File: config.mk
export PLATFORM = sky130hd
export DESIGN_NAME = envelope_vca
export DESIGN_NICKNAME = d
export VERILOG_FILES = /design/src/rtl/envelope_vca_pkg.sv /design/src/rtl/vca_gain_slew.sv /design/src/rtl/envelope_vca.sv
export SDC_FILE = /design/constraint.sdc
export NUM_CORES = 1
export LEC_CHECK = 0
export CAP_MARGIN = 10
export CORE_ASPECT_RATIO = 0.5
export CORE_MARGIN = 2
export CORE_UTILIZATION = 55
export CTS_BUF_LIST = sky130_fd_sc_hd__clkbuf_16
export DETAILED_ROUTE_END_ITERATION = 10
export HOLD_SLACK_MARGIN = 0.12
export PLACE_DENSITY = 0.86
export SYNTH_ARGS = -nofsm -noshare
export SYNTH_HDL_FRONTEND = slang
export SYNTH_SLANG_ARGS = --single-unit
File: constraint.sdc
create_clock -name clk -period 11.6 [get_ports clk]
set_input_delay 2.32 -clock clk [delete_from_list [all_inputs] [get_ports clk]]
set_output_delay 2.32 -clock clk [all_outputs]
set_load 0.02 [all_outputs]
File: src/rtl/envelope_vca_pkg.sv
// Shared definitions for amplitude consumers (VCA, mixer, tremolo).
package envelope_vca_pkg;

  localparam int SAMPLE_BITS_DEF = 16;
  localparam int AMP_BITS_DEF    = 8;
  localparam int COEFF_BITS      = 9;
  localparam int UNITY_COEFF     = 256;

  // Map an 8-bit amplitude to a 9-bit coefficient so that 255 becomes 256 (exact unity).
  function automatic logic [COEFF_BITS-1:0] amp_to_coeff(input logic [7:0] a);
    return {1'b0, a} + {{(COEFF_BITS-1){1'b0}}, a[7]};
  endfunction

endpackage

File: src/rtl/vca_gain_slew.sv
// Gain register with per-accept slew limiting toward the envelope amplitude.
module vca_gain_slew
  import envelope_vca_pkg::*;
#(
  parameter int AMP_BITS  = AMP_BITS_DEF,
  parameter int SLEW_STEP = 4
) (
  input  logic                  clk,
  input  logic                  rst,
  input  logic                  accept_i,
  input  logic [AMP_BITS-1:0]   amplitude_i,
  output logic [AMP_BITS-1:0]   gain_next_o,
  output logic [COEFF_BITS-1:0] coeff_o
);

  localparam logic [AMP_BITS:0]   STEP_X = (AMP_BITS+1)'(SLEW_STEP);
  localparam logic [AMP_BITS-1:0] STEP_A = AMP_BITS'(SLEW_STEP);

  logic [AMP_BITS-1:0] gain_q, gain_d;
  logic [AMP_BITS:0]   amp_x, gain_x, diff_up, diff_dn;

  // Move the gain at most STEP toward the amplitude, only when a sample is accepted.
  always_comb begin
    amp_x   = {1'b0, amplitude_i};
    gain_x  = {1'b0, gain_q};
    diff_up = amp_x - gain_x;
    diff_dn = gain_x - amp_x;
    gain_d  = gain_q;
    if (accept_i) begin
      if (amp_x >= gain_x) begin
        if (diff_up <= STEP_X) gain_d = amplitude_i;
        else                   gain_d = gain_q + STEP_A;
      end else begin
        if (diff_dn <= STEP_X) gain_d = amplitude_i;
        else                   gain_d = gain_q - STEP_A;
      end
    end
  end

  // Gain state; cleared to silence on reset.
  always_ff @(posedge clk) begin
    if (!rst) gain_q <= '0;
    else      gain_q <= gain_d;
  end

  assign gain_next_o = gain_d;
  assign coeff_o     = amp_to_coeff(gain_d);

endmodule

File: src/rtl/envelope_vca.sv
// Envelope VCA: slewed gain times signed sample, two-stage elastic pipeline, idle flag.
module envelope_vca
  import envelope_vca_pkg::*;
#(
  parameter int SAMPLE_BITS = SAMPLE_BITS_DEF,
  parameter int AMP_BITS    = AMP_BITS_DEF,
  parameter int SLEW_STEP   = 4
) (
  input  logic                   clk,
  input  logic                   rst,
  input  logic [AMP_BITS-1:0]    amplitude,
  input  logic [SAMPLE_BITS-1:0] in_sample,
  input  logic                   in_valid,
  output logic                   in_ready,
  output logic [SAMPLE_BITS-1:0] out_sample,
  output logic                   out_valid,
  input  logic                   out_ready,
  output logic                   idle
);

  localparam int PW = SAMPLE_BITS + 10;

  // Signed multiply by a non-negative coefficient, then floor-divide by 256.
  function automatic logic signed [SAMPLE_BITS-1:0] scale_floor(
    input logic signed [SAMPLE_BITS-1:0] s,
    input logic [COEFF_BITS-1:0]         c
  );
    logic signed [PW-1:0] prod;
    logic signed [PW-1:0] shifted;
    prod    = PW'(s) * PW'($signed({1'b0, c}));
    shifted = prod >>> 8;
    return shifted[SAMPLE_BITS-1:0];
  endfunction

  logic                          ready1, ready2, accept;
  logic [AMP_BITS-1:0]           gain_next;
  logic [COEFF_BITS-1:0]         coeff_next;

  logic signed [SAMPLE_BITS-1:0] sample_p1_q;
  logic [COEFF_BITS-1:0]         coeff_p1_q;
  logic                          vld_p1_q, vld_p1_d;
  logic signed [SAMPLE_BITS-1:0] out_p2_q, out_p2_d;
  logic                          vld_p2_q, vld_p2_d;
  logic                          idle_q, idle_d;

  assign ready2   = !vld_p2_q || out_ready;
  assign ready1   = !vld_p1_q || ready2;
  assign in_ready = ready1 && rst;
  assign accept   = in_valid && in_ready;

  vca_gain_slew #(
    .AMP_BITS  (AMP_BITS),
    .SLEW_STEP (SLEW_STEP)
  ) u_gain (
    .clk         (clk),
    .rst         (rst),
    .accept_i    (accept),
    .amplitude_i (amplitude),
    .gain_next_o (gain_next),
    .coeff_o     (coeff_next)
  );

  // Next-state for the valid chain, the scaled result and the idle flag.
  always_comb begin
    vld_p1_d = ready1 ? accept   : vld_p1_q;
    vld_p2_d = ready2 ? vld_p1_q : vld_p2_q;
    idle_d   = (gain_next == '0) && !vld_p1_d && !vld_p2_d;
    out_p2_d = scale_floor(sample_p1_q, coeff_p1_q);
  end

  // Control state: stage valids and idle; reset discards anything in flight.
  always_ff @(posedge clk) begin
    if (!rst) begin
      vld_p1_q <= 1'b0;
      vld_p2_q <= 1'b0;
      idle_q   <= 1'b1;
    end else begin
      vld_p1_q <= vld_p1_d;
      vld_p2_q <= vld_p2_d;
      idle_q   <= idle_d;
    end
  end

  // Stage 1 boundary: capture accepted sample with its coefficient.
  always_ff @(posedge clk) begin
    if (accept) begin
      sample_p1_q <= $signed(in_sample);
      coeff_p1_q  <= coeff_next;
    end
  end

  // Stage 2 boundary: load the scaled product when stage 1 holds data and stage 2 can move.
  always_ff @(posedge clk) begin
    if (!rst)                      out_p2_q <= '0;
    else if (ready2 && vld_p1_q)   out_p2_q <= out_p2_d;
  end

  assign out_sample = out_p2_q;
  assign out_valid  = vld_p2_q;
  assign idle       = idle_q;

endmodule

==> impl_results.rst <==
.. list-table::
   :header-rows: 1

   * - Metric
     - Value
   * - Slew at the pin closest to its max-slew limit
     - approximately 0.86 ns
   * - Critical path fanouts, max
     - 17
   * - Final core utilization
     - 0.619
   * - Via count of the first global-routing pass
     - around 6500
   * - Unrepaired setup endpoints after global routing
     - false
   * - Area Overhead vs Synth
     - 9.73%
   * - Clk Tree Root Cell
     - sky130_fd_sc_hd__clkbuf_16
   * - I/O pin cnt
     - 47
   * - Hold Vio Cnt, Final
     - 0
   * - Final Critical Period
     - around 6.6 ns
   * - Count of maximum capacitance violations
     - 0
   * - Maximum clock path buffer count
     - 2
   * - Total number of clock tree sinks
     - 52
   * - Static leakage
     - around 4 nW
   * - Initial DRT Pass Iterations
     - 5
   * - Core area
     - 13600 µm²
   * - Fraction of final layout cells with drive strength greater than 1
     - 0.0328
   * - Avg WL per Cell
     - around 17 µm
   * - DRC violations left
     - 0
   * - Most instantiated library cell after synthesis
     - sky130_fd_sc_hd__inv_1
   * - Post-CTS Hold Fix Bufs
     - 0
   * - Die X
     - 171 µm
   * - GRT Resource Usage Total
     - 0.257
   * - Number of pins exceeding their max-slew limit in the final report
     - 0
   * - Number of nets in the synthesized netlist
     - a little over 1000
   * - Synth area leader
     - sky130_fd_sc_hd__fa_1
   * - Global placement routability congestion
     - approximately 0.9
   * - Worst min-delay path startpoint
     - out_sample[11]$_SDFFE_PN0P_
   * - Post-synthesis async set-or-reset flop share
     - 0
   * - Effective utilization at floorplan
     - 0.564
   * - Post-synth EDFFs
     - 25
   * - WHS Endpoint
     - out_sample[11]$_SDFFE_PN0P_
   * - Share of the synthesized area in the top cell type
     - 0.298
   * - Commonest cells in the synthesized netlist
     - sky130_fd_sc_hd__inv_1, sky130_fd_sc_hd__fa_1, sky130_fd_sc_hd__nand2_1, sky130_fd_sc_hd__and2_1, sky130_fd_sc_hd__ha_1
   * - Fillcell total
     - around 1100
   * - Hold Path Depth
     - 2
   * - Via/cell ratio
     - roughly 5.6
   * - Final antenna-violating net count
     - 0
   * - End of the worst register-to-register path
     - out_sample[15]$_SDFFE_PN0P_
   * - Wire length after detailed routing
     - roughly 18000 µm
   * - Internal reg-to-reg setup slack
     - around 5.5 ns
   * - Remaining max-slew budget at the tightest pin
     - 0.426
   * - Die boundary height
     - 87.5 µm
   * - Wire length of the first global-routing pass
     - around 30000 µm
   * - Startpoint type of the worst setup path
     - input pin
   * - Kind of end point of the critical path
     - primary output
   * - Worst clock skew
     - 0.00700 ns
   * - Number of antenna violations at the first check in global routing
     - 0
   * - Vias post-DR
     - approximately 5900
   * - Area of the die
     - 15000 µm²
   * - Clock edge transition at the registers on the reported setup and hold paths
     - 0.07 ns
   * - Final worst-path cycle share
     - 0.573
   * - Largest voltage drop on the vdd net
     - between 0.0001 and 0.00015 V
   * - Number of nets at the end of the flow
     - between 1000 and 1500
   * - Cells taking the most area after synthesis
     - sky130_fd_sc_hd__fa_1, sky130_fd_sc_hd__ha_1, sky130_fd_sc_hd__edfxtp_1
   * - Final setup vio count
     - 0
   * - Number of synthesis warnings
     - 0
   * - Result of the run
     - complete, no violations
   * - 1st-iter DRT viols
     - 356
   * - Synthesized area per cell
     - 9.27 µm²
   * - Fmax
     - 0.151 GHz
   * - IO buf count
     - 46
   * - Post-synth design cell area
     - between 7000 and 8000 µm²
   * - Post-synth cell types
     - just under 70
   * - Deepest level of the CTS H-tree
     - 2
   * - Number of setup buffers added after CTS
     - 0
   * - Summed area of non-filler cells in the final layout
     - approximately 8400 µm²
   * - Maximum number of pins on one net before global-route repair
     - 30
   * - Worst path arrival time
     - ~4.3 ns
   * - HP Class
     - reg -> reg
   * - Total number of placement rows
     - 30
   * - Cts bufs inserted
     - 5
   * - Fraction of the yosys area taken by sequential cells
     - 0.168
   * - TNS Setup
     - 0 ns
   * - Estimated wirelength of the detail-placed design
     - roughly 14000 µm
   * - RR Startpoint
     - coeff_p1_q[3]$_DFFE_PP_
   * - Count of antenna diodes in the layout
     - 0
   * - Post-synthesis register bit count
     - 52
   * - Residual overflow from global routing
     - 0
   * - Syn Inst Count
     - between 800 and 900
   * - Required time of the worst setup path
     - ~9.3 ns
   * - Cts repair resizes
     - 0
   * - Register-to-Register Path Depth
     - 20
   * - Start-to-end type of the worst setup path
     - in -> out
   * - TritonCTS clock tree
     - done
   * - Power density cells
     - ~170 nW/µm²
   * - DP Area
     - 8260 µm²
   * - Post-synth top flop
     - sky130_fd_sc_hd__dfxtp_1
   * - Latest clock arrival within the worst-skew pair
     - ~0.31 ns
## layout make-up
class,instances,area [µm²],area share
inverter,152,571,0.0678
sequential,52,1290,0.154
timing repair buffer,47,468,0.0556
multi-input combinational,595,5690,0.676
clock inverter,3,26.3,0.00312
tap,192,240,0.0286
clock buffer,5,125,0.0149
## logic make-up after synthesis
family,Yosys count,synth area share
simple gates,262,0.178
fa+ha+maj,184,0.412
buf+inv,180,0.0893
compound gates,115,0.112
flops,52,0.168
xor+xnor,31,0.0354
mux,3,0.00457
## critical path: stages
cell                              delay, ns
sky130_fd_sc_hd__clkdlybuf4s50_1       0.79
sky130_fd_sc_hd__inv_1                 0.36
sky130_fd_sc_hd__a21oi_1               0.22
sky130_fd_sc_hd__clkdlybuf4s50_1       0.63
## how the worst max path moves through the flow
stage | startpoint | end | slack (ns)
5_1_grt | rst | in_ready | 4.81
3_5_place_dp | rst | in_ready | 4.96
2_1_floorplan | coeff_p1_q[1]$_DFFE_PP_ | out_sample[14]$_SDFFE_PN0P_ | 6.14
6_report | rst | in_ready | 4.96
3_3_place_gp | rst | in_ready | 5.01
4_1_cts | rst | in_ready | 4.97
## sequential cells by signal, summed over array words and instances, names as in the netlist
name           count
out_valid          1
sample_p1_q       16
idle               1
u_gain.gain_q      8
coeff_p1_q         9
out_sample        16
vld_p1_q           1
## layout by cell type, fill, tap and decap left out, types with 20 or more instances in the layout
master                            Yosys  final
sky130_fd_sc_hd__inv_1              152    152
sky130_fd_sc_hd__ha_1                70     70
sky130_fd_sc_hd__xnor2_1             20     20
sky130_fd_sc_hd__clkdlybuf4s50_1      0     46
sky130_fd_sc_hd__nand2_1            106    106
sky130_fd_sc_hd__dfxtp_1             27     27
sky130_fd_sc_hd__fa_1               114    114
sky130_fd_sc_hd__edfxtp_1            25     25
sky130_fd_sc_hd__a21oi_1             32     32
sky130_fd_sc_hd__and2_1              84     84
## through the flow
stage	worst slack [ns]	total power, W	cells	hold WS, ns
2_1_floorplan	6.14	0.000999	827	0.530
3_3_place_gp	5.01	0.00120	1038	0.445
3_5_place_dp	4.96	0.00124	1038	0.445
4_1_cts	4.97	0.00141	1046	0.454
5_1_grt	4.81	0.00156	1046	0.469
6_report	4.96	0.00141	1046	0.452
## power by group
| part | internal, W | switching (W) |
|---|---|---|
| Combinational | 0.000443 | 0.000563 |
| Clock | 0.0000822 | 0.0000750 |
| Sequential | 0.000218 | 0.0000287 |
| Total | 0.000743 | 0.000666 |
## metal layers
layer | share of wire | track usage | wire (µm) | up-vias
li1 | - | - | - | 2688
met1 | 0.42 | 0.323 | 7400 | 2967
met2 | 0.51 | 0.469 | 8900 | 182
met3 | 0.046 | 0.0254 | 812 | 41
met4 | 0.022 | 0.0894 | 390 | 0
met5 | 0 | 0 | 0 | -
No activity file was read; power rests on OpenSTA's default activity.
